**config.mk**
```make
export PLATFORM = sky130hd
export DESIGN_NAME = snax_mac_stream
export DESIGN_NICKNAME = d
export VERILOG_FILES = /design/src/rtl/snax_mac_stream_pkg.sv /design/src/rtl/snax_mac_stream_csr.sv /design/src/rtl/snax_mac_stream.sv
export SDC_FILE = /design/constraint.sdc
export NUM_CORES = 2
export LEC_CHECK = 0
export ABC_AREA = 1
export CORE_MARGIN = 1
export CORE_UTILIZATION = 46
export DETAILED_ROUTE_END_ITERATION = 12
export HOLD_SLACK_MARGIN = 0.02
export PLACE_DENSITY = 0.71
export SKIP_LAST_GASP = 1
export SYNTH_ARGS = -nofsm -noshare
export SYNTH_HDL_FRONTEND = slang
export SYNTH_SLANG_ARGS = --single-unit
```
**constraint.sdc**
```tcl
create_clock -name clk_i -period 10.5 [get_ports clk_i]
set_input_delay 2.1 -clock clk_i [delete_from_list [all_inputs] [get_ports clk_i]]
set_output_delay 2.1 -clock clk_i [all_outputs]
set_load 0.02 [all_outputs]
```
**src/rtl/snax_mac_stream_pkg.sv**
```systemverilog
// Shared definitions for the SNAX MAC streaming accelerator.
// Holds the CSR address map, the operating mode and FSM state enums, the TCDM
// request/response structs and the default datapath widths.
package snax_mac_stream_pkg;

    localparam int unsigned DefDataWidth = 32;
    localparam int unsigned DefAccWidth  = 32;
    localparam int unsigned DefLenWidth  = 16;

    localparam int unsigned CsrPtrA   = 0;
    localparam int unsigned CsrPtrB   = 1;
    localparam int unsigned CsrPtrOut = 2;
    localparam int unsigned CsrLen    = 3;
    localparam int unsigned CsrMode   = 4;
    localparam int unsigned CsrInit   = 5;
    localparam int unsigned CsrCtrl   = 6;
    localparam int unsigned CsrStatus = 7;
    localparam int unsigned CsrResult = 8;

    typedef enum logic [1:0] {
        ModeDot     = 2'd0,
        ModeElem    = 2'd1,
        ModeDotInit = 2'd2
    } mode_e;

    typedef enum logic [2:0] {
        StIdle,
        StReq,
        StRsp,
        StWr,
        StDone
    } state_e;

    typedef struct packed {
        logic [31:0] addr;
        logic        write;
        logic [31:0] data;
        logic [3:0]  strb;
    } tcdm_q_t;

    typedef struct packed {
        logic    q_valid;
        tcdm_q_t q;
    } tcdm_req_t;

    typedef struct packed {
        logic [31:0] data;
    } tcdm_p_t;

    typedef struct packed {
        logic    q_ready;
        logic    p_valid;
        tcdm_p_t p;
    } tcdm_rsp_t;

endpackage

```
**src/rtl/snax_mac_stream_csr.sv**
```systemverilog
// CSR register file for snax_mac_stream.
// Ports: csr_req_* / csr_rsp_* valid/ready CSR port from the core; start_o pulses on an
// accepted CTRL start while idle; busy_o is the job-running flag; job_done_i ends a job;
// result_i is the accumulator read back via RESULT; ptr/len/mode/init outputs feed the FSM.
module snax_mac_stream_csr
    import snax_mac_stream_pkg::*;
#(
    parameter int unsigned CsrAddrWidth = 4,
    parameter int unsigned LenWidth     = DefLenWidth
) (
    input  logic                    clk_i,
    input  logic                    rst_ni,
    input  logic [CsrAddrWidth-1:0] csr_req_addr_i,
    input  logic [31:0]             csr_req_data_i,
    input  logic                    csr_req_write_i,
    input  logic                    csr_req_valid_i,
    output logic                    csr_req_ready_o,
    output logic [31:0]             csr_rsp_data_o,
    output logic                    csr_rsp_valid_o,
    input  logic                    csr_rsp_ready_i,
    input  logic                    job_done_i,
    input  logic [31:0]             result_i,
    output logic                    start_o,
    output logic                    busy_o,
    output logic [31:0]             ptr_a_o,
    output logic [31:0]             ptr_b_o,
    output logic [31:0]             ptr_out_o,
    output logic [LenWidth-1:0]     len_o,
    output logic [1:0]              mode_o,
    output logic [31:0]             init_o
);

    logic [31:0]         ptr_a_q, ptr_b_q, ptr_out_q, init_q;
    logic [LenWidth-1:0] len_q;
    logic [1:0]          mode_q;
    logic                busy_q, done_q;
    logic                rsp_valid_q;
    logic [31:0]         rsp_data_q;
    logic [31:0]         rdata;
    logic                req_fire, wr_fire;

    assign csr_req_ready_o = !rsp_valid_q;
    assign req_fire        = csr_req_valid_i && csr_req_ready_o;
    // Configuration is frozen while a job runs, CTRL included.
    assign wr_fire         = req_fire && csr_req_write_i && !busy_q;
    assign start_o         = wr_fire && (csr_req_addr_i == CsrAddrWidth'(CsrCtrl))
                             && csr_req_data_i[0];

    always_comb begin
        rdata = '0;
        case (csr_req_addr_i)
            CsrAddrWidth'(CsrPtrA):   rdata = ptr_a_q;
            CsrAddrWidth'(CsrPtrB):   rdata = ptr_b_q;
            CsrAddrWidth'(CsrPtrOut): rdata = ptr_out_q;
            CsrAddrWidth'(CsrLen):    rdata = 32'(len_q);
            CsrAddrWidth'(CsrMode):   rdata = {30'd0, mode_q};
            CsrAddrWidth'(CsrInit):   rdata = init_q;
            CsrAddrWidth'(CsrStatus): rdata = {30'd0, done_q, busy_q};
            CsrAddrWidth'(CsrResult): rdata = result_i;
            default:                  rdata = '0;
        endcase
    end

    always_ff @(posedge clk_i or negedge rst_ni) begin
        if (!rst_ni) begin
            ptr_a_q     <= '0;
            ptr_b_q     <= '0;
            ptr_out_q   <= '0;
            len_q       <= '0;
            mode_q      <= '0;
            init_q      <= '0;
            busy_q      <= 1'b0;
            done_q      <= 1'b0;
            rsp_valid_q <= 1'b0;
            rsp_data_q  <= '0;
        end else begin
            if (wr_fire) begin
                case (csr_req_addr_i)
                    CsrAddrWidth'(CsrPtrA):   ptr_a_q   <= {csr_req_data_i[31:2], 2'b00};
                    CsrAddrWidth'(CsrPtrB):   ptr_b_q   <= {csr_req_data_i[31:2], 2'b00};
                    CsrAddrWidth'(CsrPtrOut): ptr_out_q <= {csr_req_data_i[31:2], 2'b00};
                    CsrAddrWidth'(CsrLen):    len_q     <= csr_req_data_i[LenWidth-1:0];
                    CsrAddrWidth'(CsrMode):   mode_q    <= csr_req_data_i[1:0];
                    CsrAddrWidth'(CsrInit):   init_q    <= csr_req_data_i;
                    default: ;
                endcase
            end
            // start needs !busy and job_done only fires while busy, so they never collide
            if (start_o) begin
                busy_q <= 1'b1;
                done_q <= 1'b0;
            end else if (job_done_i) begin
                busy_q <= 1'b0;
                done_q <= 1'b1;
            end
            if (req_fire) begin
                rsp_valid_q <= 1'b1;
                rsp_data_q  <= csr_req_write_i ? 32'd0 : rdata;
            end else if (csr_rsp_ready_i) begin
                rsp_valid_q <= 1'b0;
            end
        end
    end

    assign csr_rsp_valid_o = rsp_valid_q;
    assign csr_rsp_data_o  = rsp_data_q;
    assign busy_o          = busy_q;
    assign ptr_a_o         = ptr_a_q;
    assign ptr_b_o         = ptr_b_q;
    assign ptr_out_o       = ptr_out_q;
    assign len_o           = len_q;
    assign mode_o          = mode_q;
    assign init_o          = init_q;

endmodule

```
**src/rtl/snax_mac_stream.sv**
```systemverilog
// SNAX multiply-accumulate streaming accelerator (top level).
// Streams signed vectors A and B from TCDM and produces either a dot product or an
// element-wise product vector. Ports: clk_i/rst_ni; csr_* valid/ready CSR port;
// tcdm_req_o/tcdm_rsp_i three TCDM ports ([0] A read, [1] B read, [2] OUT write);
// done_o pulses for one cycle at job completion.
module snax_mac_stream
    import snax_mac_stream_pkg::*;
#(
    parameter int unsigned DataWidth    = DefDataWidth,
    parameter int unsigned AccWidth     = DefAccWidth,
    parameter int unsigned LenWidth     = DefLenWidth,
    parameter int unsigned CsrAddrWidth = 4
) (
    input  logic                    clk_i,
    input  logic                    rst_ni,
    input  logic [CsrAddrWidth-1:0] csr_req_addr_i,
    input  logic [31:0]             csr_req_data_i,
    input  logic                    csr_req_write_i,
    input  logic                    csr_req_valid_i,
    output logic                    csr_req_ready_o,
    output logic [31:0]             csr_rsp_data_o,
    output logic                    csr_rsp_valid_o,
    input  logic                    csr_rsp_ready_i,
    output tcdm_req_t [2:0]         tcdm_req_o,
    input  tcdm_rsp_t [2:0]         tcdm_rsp_i,
    output logic                    done_o
);

    state_e                state_q, state_d;
    logic [LenWidth-1:0]   k_q, k_d;
    logic [AccWidth-1:0]   acc_q, acc_d, prod_q, prod_d, prod;
    logic [DataWidth-1:0]  a_q, a_d, b_q, b_d, op_a, op_b;
    logic                  a_gnt_q, a_gnt_d, b_gnt_q, b_gnt_d;
    logic                  a_vld_q, a_vld_d, b_vld_q, b_vld_d;
    logic                  a_cap, b_cap, is_last, dot_write, job_done, start, busy;
    logic [31:0]           ptr_a, ptr_b, ptr_out, init, k_off;
    logic [LenWidth-1:0]   len;
    logic [1:0]            mode_raw;
    mode_e                 mode;
    logic signed [2*DataWidth-1:0] op_a_ext, op_b_ext, prod_full;
    logic                  unused_rsp;

    snax_mac_stream_csr #(
        .CsrAddrWidth (CsrAddrWidth),
        .LenWidth     (LenWidth)
    ) u_csr (
        .clk_i           (clk_i),
        .rst_ni          (rst_ni),
        .csr_req_addr_i  (csr_req_addr_i),
        .csr_req_data_i  (csr_req_data_i),
        .csr_req_write_i (csr_req_write_i),
        .csr_req_valid_i (csr_req_valid_i),
        .csr_req_ready_o (csr_req_ready_o),
        .csr_rsp_data_o  (csr_rsp_data_o),
        .csr_rsp_valid_o (csr_rsp_valid_o),
        .csr_rsp_ready_i (csr_rsp_ready_i),
        .job_done_i      (job_done),
        .result_i        (acc_q[31:0]),
        .start_o         (start),
        .busy_o          (busy),
        .ptr_a_o         (ptr_a),
        .ptr_b_o         (ptr_b),
        .ptr_out_o       (ptr_out),
        .len_o           (len),
        .mode_o          (mode_raw),
        .init_o          (init)
    );

    // Write port responses carry nothing useful; busy is implied by the FSM state.
    assign unused_rsp = ^{tcdm_rsp_i[2].p_valid, tcdm_rsp_i[2].p.data, busy};

    assign mode      = mode_e'(mode_raw);
    assign k_off     = 32'(k_q) << 2;
    assign is_last   = (k_q == len - LenWidth'(1));
    // DOT with LEN = 0 produces no traffic; DOT_INIT still writes INIT back.
    assign dot_write = (mode == ModeDotInit) || ((mode != ModeElem) && (len != '0));

    // A response is only accepted on a port whose read has been granted and not yet captured.
    assign a_cap = ((state_q == StReq) || (state_q == StRsp)) && a_gnt_q && !a_vld_q
                   && tcdm_rsp_i[0].p_valid;
    assign b_cap = ((state_q == StReq) || (state_q == StRsp)) && b_gnt_q && !b_vld_q
                   && tcdm_rsp_i[1].p_valid;

    // Operands bypass the capture registers so the product is ready the cycle the last one lands.
    assign op_a      = a_vld_q ? a_q : tcdm_rsp_i[0].p.data[DataWidth-1:0];
    assign op_b      = b_vld_q ? b_q : tcdm_rsp_i[1].p.data[DataWidth-1:0];
    assign op_a_ext  = {{DataWidth{op_a[DataWidth-1]}}, op_a};
    assign op_b_ext  = {{DataWidth{op_b[DataWidth-1]}}, op_b};
    assign prod_full = op_a_ext * op_b_ext;
    assign prod      = prod_full[AccWidth-1:0];

    always_comb begin
        state_d    = state_q;
        k_d        = k_q;
        acc_d      = acc_q;
        prod_d     = prod_q;
        a_d        = a_q;
        b_d        = b_q;
        a_gnt_d    = a_gnt_q;
        b_gnt_d    = b_gnt_q;
        a_vld_d    = a_vld_q;
        b_vld_d    = b_vld_q;
        done_o     = 1'b0;
        job_done   = 1'b0;
        tcdm_req_o = '0;

        if (a_cap) begin
            a_d     = tcdm_rsp_i[0].p.data[DataWidth-1:0];
            a_vld_d = 1'b1;
        end
        if (b_cap) begin
            b_d     = tcdm_rsp_i[1].p.data[DataWidth-1:0];
            b_vld_d = 1'b1;
        end

        case (state_q)
            StIdle: begin
                if (start) begin
                    k_d     = '0;
                    acc_d   = (mode == ModeDotInit) ? AccWidth'(init) : '0;
                    a_gnt_d = 1'b0;
                    b_gnt_d = 1'b0;
                    a_vld_d = 1'b0;
                    b_vld_d = 1'b0;
                    state_d = (len == '0) ? StDone : StReq;
                end
            end
            StReq: begin
                tcdm_req_o[0].q_valid = !a_gnt_q;
                tcdm_req_o[0].q.addr  = ptr_a + k_off;
                tcdm_req_o[1].q_valid = !b_gnt_q;
                tcdm_req_o[1].q.addr  = ptr_b + k_off;
                if (!a_gnt_q && tcdm_rsp_i[0].q_ready) a_gnt_d = 1'b1;
                if (!b_gnt_q && tcdm_rsp_i[1].q_ready) b_gnt_d = 1'b1;
                if (a_gnt_d && b_gnt_d) state_d = StRsp;
            end
            StRsp: begin
                if ((a_vld_q || a_cap) && (b_vld_q || b_cap)) begin
                    prod_d  = prod;
                    a_gnt_d = 1'b0;
                    b_gnt_d = 1'b0;
                    a_vld_d = 1'b0;
                    b_vld_d = 1'b0;
                    if (mode == ModeElem) begin
                        state_d = StWr;
                    end else begin
                        acc_d = acc_q + prod;
                        if (is_last) begin
                            state_d = StDone;
                        end else begin
                            k_d     = k_q + LenWidth'(1);
                            state_d = StReq;
                        end
                    end
                end
            end
            StWr: begin
                tcdm_req_o[2].q_valid = 1'b1;
                tcdm_req_o[2].q.addr  = ptr_out + k_off;
                tcdm_req_o[2].q.write = 1'b1;
                tcdm_req_o[2].q.strb  = 4'hF;
                tcdm_req_o[2].q.data  = prod_q[31:0];
                if (tcdm_rsp_i[2].q_ready) begin
                    if (is_last) begin
                        state_d = StDone;
                    end else begin
                        k_d     = k_q + LenWidth'(1);
                        state_d = StReq;
                    end
                end
            end
            StDone: begin
                if (dot_write) begin
                    tcdm_req_o[2].q_valid = 1'b1;
                    tcdm_req_o[2].q.addr  = ptr_out;
                    tcdm_req_o[2].q.write = 1'b1;
                    tcdm_req_o[2].q.strb  = 4'hF;
                    tcdm_req_o[2].q.data  = acc_q[31:0];
                end
                if (!dot_write || tcdm_rsp_i[2].q_ready) begin
                    done_o   = 1'b1;
                    job_done = 1'b1;
                    state_d  = StIdle;
                end
            end
            default: state_d = StIdle;
        endcase
    end

    always_ff @(posedge clk_i or negedge rst_ni) begin
        if (!rst_ni) begin
            state_q <= StIdle;
            k_q     <= '0;
            acc_q   <= '0;
            prod_q  <= '0;
            a_q     <= '0;
            b_q     <= '0;
            a_gnt_q <= 1'b0;
            b_gnt_q <= 1'b0;
            a_vld_q <= 1'b0;
            b_vld_q <= 1'b0;
        end else begin
            state_q <= state_d;
            k_q     <= k_d;
            acc_q   <= acc_d;
            prod_q  <= prod_d;
            a_q     <= a_d;
            b_q     <= b_d;
            a_gnt_q <= a_gnt_d;
            b_gnt_q <= b_gnt_d;
            a_vld_q <= a_vld_d;
            b_vld_q <= b_vld_d;
        end
    end

endmodule

```
## Word-level counts from Yosys, hierarchy flattened

Index checks and enable logic that the tools add are counted.

| storage, ports and cells | value |
|---|---|
| output and inout port bits | 245 |
| word-level logic and storage cells | 149 |
| bits in registers | 326 |
| input port bits | 143 |

| cells by class | value |
|---|---|
| multipliers | 1 |
| mux-type cells | 52 |
| add/sub/neg operators | 6 |
| eq/ne operators | 22 |
| reductions and logical operators | 48 |

Operators by type and width:

| kind | count |
|---|---|
| case mux 32 bit (8 select lines) | 1 |
| two-way mux 32 bit | 7 |
| case mux 70 bit (2 select lines) | 1 |
| adder 32 x 18 -> 32 bit | 3 |
| two-way mux 16 bit | 5 |
| two-way mux 70 bit | 1 |
| two-way mux 33 bit | 2 |
| case mux 32 bit (2 select lines) | 1 |
| case mux 16 bit (3 select lines) | 1 |
| adder 32 bit | 1 |
| multiplier 32 x 32 -> 32 bit | 1 |
| two-way mux 3 bit | 8 |
| two-way mux 1 bit | 20 |
| adder 16 x 1 -> 16 bit (second input constant) | 1 |
| equality test 16 bit | 1 |
| equality test 4 x 3 -> 1 bit (second input constant) | 4 |
| logical AND 1 bit | 16 |
| logical NOT 16 bit | 1 |
| nonzero test 16 bit | 1 |
| subtractor 16 x 1 -> 16 bit (second input constant) | 1 |
| case mux 3 bit (5 select lines) | 1 |
| AND reduction 2 bit | 7 |
| AND reduction 5 bit | 2 |
| equality test 4 x 2 -> 1 bit (second input constant) | 2 |
| 19 further kinds | 40 |

## Logic depth before layout (Yosys ltp)

| logic depth | value |
|---|---|
| depth after elaboration | 9 |
| mapped depth | 49 |
| gate-level depth less buffers | 46 |

## Modules after synthesis

A second synthesis with hierarchy kept.

| unflattened totals | value |
|---|---|
| cells, all modules | 5,096 |
| area total of the unflattened synthesis | 38,264.2 um^2 |

By module, submodules not included:

| module | sequential area each (um^2) | area an instance (um^2) | times used | cells an instance |
|---|---|---|---|---|
| snax_mac_stream | 3,778.6 | 29,957.5 | 1 | 4,022 |
| snax_mac_stream_csr | 4,379.2 | 8,306.7 | 1 | 1,074 |

## Worst setup path after synthesis

Ideal clock, no wire load.

| timing | value |
|---|---|
| path kind | input to register |
| from | in tcdm_rsp_i[37] (netlist name) |
| to | reg acc_q[31] |
| library setup time | 0.077 ns |
| required time | 10.423 ns |
| slack | 0.441 ns |
| data arrival time | 9.981 ns |
| buffers on the path | 2 |
| stages on the path | 39 |
| cell sequence | inv_1 o21ai_0 clkbuf_1 clkinv_1 clkbuf_1 nor2_1 fa_1 fa_1 inv_1 fa_1 fa_1 inv_1 fa_1 inv_1 fa_1 inv_1 fa_1 fa_1 [3 not listed] a21oi_1 a21boi_0 o21ai_0 a21oi_1 xnor2_1 ha_1 nand2_1 nor3_1 nand2_1 nor4_1 nand2_1 nand2_1 nand2_1 nand2_1 inv_1 nand2_1 nand3_1 a21oi_1 |

| between the ends | value |
|---|---|
| word-level cells in the longest chain between the ends | 6 |

Ends and longest elaborated chain:

| element | line | source |
|---|---|---|
| start: declaration | snax_mac_stream.sv:25 | `input tcdm_rsp_t [2:0] tcdm_rsp_i,` |
| two-way mux 32 bit | snax_mac_stream.sv:86 | `assign op_b = b_vld_q ? b_q : tcdm_rsp_i[1].p.data[DataWidth-1:0];` |
| multiplier 32 x 32 -> 32 bit | snax_mac_stream.sv:89 | `assign prod_full = op_a_ext * op_b_ext;` |
| net prod_full[27] | snax_mac_stream.sv:40 | `logic signed [2*DataWidth-1:0] op_a_ext, op_b_ext, prod_full;` |
| adder 32 bit | snax_mac_stream.sv:147 | `acc_d = acc_q + prod;` |
| two-way mux 32 bit | snax_mac_stream.sv:144 | `if (mode == ModeElem) begin` |
| two-way mux 32 bit | snax_mac_stream.sv:138 | `if ((a_vld_q \|\| a_cap) && (b_vld_q \|\| b_cap)) begin` |
| case mux 32 bit (2 select lines) | snax_mac_stream.sv:116 | `case (state_q)` |
| end signal: assignment | snax_mac_stream.sv:194 | `acc_q <= '0;` |
| end signal: assignment | snax_mac_stream.sv:205 | `acc_q <= acc_d;` |
| end: declaration | snax_mac_stream.sv:31 | `logic [AccWidth-1:0] acc_q, acc_d, prod_q, prod_d, prod;` |

The timed path passes the listed nets, and every way through them passes these cells. The select of a mux whose other input is x is not followed.
A chain may end at the register's enable or synchronous reset.

## Final worst setup path

| timing | value |
|---|---|
| from | in tcdm_rsp_i[6] (netlist name) |
| to | reg acc_q[31] |

| between the ends | value |
|---|---|
| word-level cells in the longest chain between the ends | 6 |

Ends and longest elaborated chain:

| element | line | source |
|---|---|---|
| two-way mux 32 bit | snax_mac_stream.sv:85 | `assign op_a = a_vld_q ? a_q : tcdm_rsp_i[0].p.data[DataWidth-1:0];` |
| multiplier 32 x 32 -> 32 bit | snax_mac_stream.sv:89 |  |
| net prod_full[28] | snax_mac_stream.sv:40 |  |
| adder 32 bit | snax_mac_stream.sv:147 |  |
| two-way mux 32 bit | snax_mac_stream.sv:144 |  |
| two-way mux 32 bit | snax_mac_stream.sv:138 |  |
| case mux 32 bit (2 select lines) | snax_mac_stream.sv:116 |  |

The timed path passes the listed nets, and every way through them passes these cells. The select of a mux whose other input is x is not followed.

==> metrics.cfg <==
[placed_design]
dpl.hpwl_um=101400
placedInstanceArea_um2=42860
io_buffers=274
globalplace.congestion=0.9961

[critical_path]
cp_data_required_time_ns=11.00
crit_path_frequent_cell=sky130_fd_sc_hd__nand2_1
startpoint_type=primary input
ff_to_ff_start=a_vld_q
path_class=in -> reg
worst_r2r_end=acc_q[31]
cp_slowest_stage_delay_ns=0.57
arrival_ns=10.59
setup.worst_path.end_class=flop
timing.reg2reg.worst_path_depth=43
critical_path_peak_fanout=10
worst-r2r-setup-slack_ns=1.16
slowest_stage=sky130_fd_sc_hd__fa_1

[cells_and_area]
sequential_cell_area_um2=8160
fin_nets=6156
areaGrowthSynthToFinish_pct=19.20
fillerInstances=7515
fraction_of_layout_instances_using_a_drive_strength_above_1_pct=8.956
n_antenna_cell=0
area_of_combinational_cells_with_multiple_inputs_um2=25000
area_of_all_placed_cells_without_fillers_um2=44480

[global_route]
globalRouteTotalUtil_pct=30.33
grt_max_degree=129
antenna_violations_before_repair=0
grt_overflow=0
first_global_vias=34280
grt_pass1_wl_um=193400

[yosys]
synth.ff_latch_count=326
postSynthAreaPerCell_um2=7.571
synthesis.yosys.warnings=0
synthDominantCellAreaShare_pct=22.10
yosysUniqueCellTypes=57
synth_enable_flop_cells=0
synth_area_leaders=sky130_fd_sc_hd__fa_1 (22%), sky130_fd_sc_hd__dfrtp_1 (22%), sky130_fd_sc_hd__nand2_1 (10%)
synthMostInstantiatedCell=sky130_fd_sc_hd__nand2_1
synthArstFlopShare_pct=100.0
synth_top_cell_by_area=sky130_fd_sc_hd__fa_1
ys_top_cells_by_count=sky130_fd_sc_hd__nand2_1 (1042), sky130_fd_sc_hd__inv_1 (866), sky130_fd_sc_hd__nor2_1 (542), sky130_fd_sc_hd__o21ai_0 (414), sky130_fd_sc_hd__fa_1 (412)
synthesis.area_um2=37320
yosys_most_used_dff=sky130_fd_sc_hd__dfrtp_1
synth_sequential_area_ratio_pct=21.86
postSynthCellCount=4929

[clock_tree]
clk_path_buf_depth=3
cts_hold_buf=0
worstSkewPairLatency_ns=0.60
path_clk_slew_ns=0.05
htreeDepth=2
cts_tree=yes
tritoncts.num_buffers=41
cts_num_sinks=326
root_buffer=sky130_fd_sc_hd__clkbuf_16

[detailed_routing]
route.detailed.vias_per_inst=5.419
initialDrtViolationCount=3405
residual_drc=0
detail-route-antenna-nets=0
wl_final_um=124100
avgRoutedWirePerCell_um=19.23
drt_pre_antenna_iters=6
vias=34970

[die]
die_y_um=286.8
fp-row-count=104
io_pins=388
fp.dieArea_um2=82260
core_area_um2=80420
die_width_um=286.8
initial_core_utilization_pct=46.40

[timing]
fmax_mhz=99.12
max_slew.worst_pin.slew_ns=1.217
setup_violations=0
unrepaired_setup_endpoints_after_global_routing=true
finalWorstPathRequiredPeriod_ns=10.09
final_slew_violations=0
worst_slew_margin_rel_pct=16.73
fin_skew_ns=0.03839
finalHoldViolCount=0
final.period_utilization_pct=96.09

[hold_path]
timing.hold.worst_path_depth=2
hold_path_end=prod_q[2]
min-delay-path-class=reg -> reg
startpoint_of_the_lowest_slack_hold_path=prod_q[2]

[run_status]
status=finished clean

[job]
timing.max_cap.violations=0

-- state kept, by name, indices dropped and copies added (netlist names), 16 cells and up --
name,flops
a_q,32
acc_q,32
b_q,32
k_q,16
prod_q,32
u_csr.csr_rsp_data_o,32
u_csr.init_o,32
u_csr.len_o,16
u_csr.ptr_a_o,30
u_csr.ptr_b_o,30
u_csr.ptr_out_o,30
-- routing by layer --
metal | GRT usage (%) | wire length [um]
met1 | 43.12 | 53150
met2 | 47.31 | 55890
met3 | 4.587 | 10750
met4 | 9.987 | 4324
met5 | 0 | 0
-- cells by family after synthesis --
| logic type | share of synthesized area, % |
|---|---|
| AND/OR/NAND/NOR | 19.57 |
| buffers and inverters | 12.65 |
| AO/OA/AOI/OAI | 12.99 |
| adder cells (fa/ha/maj) | 29.92 |
| flip-flops | 21.86 |
| XOR/XNOR | 2.642 |
| multiplexers | 0.3621 |
| other | 0.01005 |
-- how the worst max path moves through the flow --
| stage | startpoint | end | slack (ns) |
|---|---|---|---|
| after floorplan | tcdm_rsp_i[37] | acc_q[31] | 0.44 |
| after global placement | tcdm_rsp_i[37] | acc_q[26] | -0.52 |
| after detailed placement | tcdm_rsp_i[37] | acc_q[26] | -0.68 |
| after CTS | tcdm_rsp_i[37] | acc_q[26] | 0.02 |
| after global routing | tcdm_rsp_i[37] | acc_q[31] | -0.03 |
| final | tcdm_rsp_i[6] | acc_q[31] | 0.41 |
-- layout make-up --
| class | instances | area share, % |
|---|---|---|
| Sequential cell | 326 | 18.35 |
| Timing Repair Buffer | 577 | 11.95 |
| Clock inverter | 14 | 0.4079 |
| Tap cell | 1060 | 2.982 |
| Clock buffer | 54 | 2.551 |
| Inverter | 892 | 7.544 |
| Multi-Input combinational cell | 3530 | 56.21 |
-- what timing repair did --
action | in CTS | in global routing
setup endpoints to repair | 5 | 13
setup buffers | 0 | 7
gates resized for setup | 1 | 66
pin swaps | 0 | 24
-- critical path, delay by kind of cell --
kind	cells	cell delay [ns]
compound gates	5	0.80
buf+inv	10	1.32
fa+ha+maj	10	4.40
simple gates	17	1.79
xor+xnor	1	0.18
-- stage by stage --
step	setup TNS (ns)	setup slack, ns	instances	hold WS (ns)	utilization [%]
2_1_floorplan	0	0.4413	5008	0.4422	-
3_3_place_gp	-3.035	-0.5223	6378	0.4607	53.30
3_5_place_dp	-4.608	-0.6821	6378	0.4611	53.30
4_1_cts	0	0.02158	6446	0.4801	54.94
5_1_grt	-0.03103	-0.03103	6453	0.4948	55.31
6_report	0	0.4110	6453	0.4777	55.31
-- layout by cell type (no fill, tap or decap), types with 38 or more instances in the layout --
cell                              synthesis  routed
sky130_fd_sc_hd__a31oi_1                 38      38
sky130_fd_sc_hd__nor2_1                 542     530
sky130_fd_sc_hd__buf_4                   90     278
sky130_fd_sc_hd__inv_1                  866     863
sky130_fd_sc_hd__conb_1                   1      80
sky130_fd_sc_hd__nand3_1                119     117
sky130_fd_sc_hd__o21ai_0                414     402
sky130_fd_sc_hd__fa_1                   412     411
sky130_fd_sc_hd__dfrtp_1                326     324
sky130_fd_sc_hd__nand2_1               1042    1035
sky130_fd_sc_hd__clkbuf_16                0      41
sky130_fd_sc_hd__o21ai_1                 35      43
sky130_fd_sc_hd__o22ai_1                 58      58
sky130_fd_sc_hd__a21oi_1                184     172
sky130_fd_sc_hd__ha_1                   233     228
sky130_fd_sc_hd__xor2_1                  80      78
sky130_fd_sc_hd__clkdlybuf4s50_1          0     273
Power is left out: the tool's default activity adds up to more than one toggle a clock period on the data nets, which glitch-free logic cannot reach.
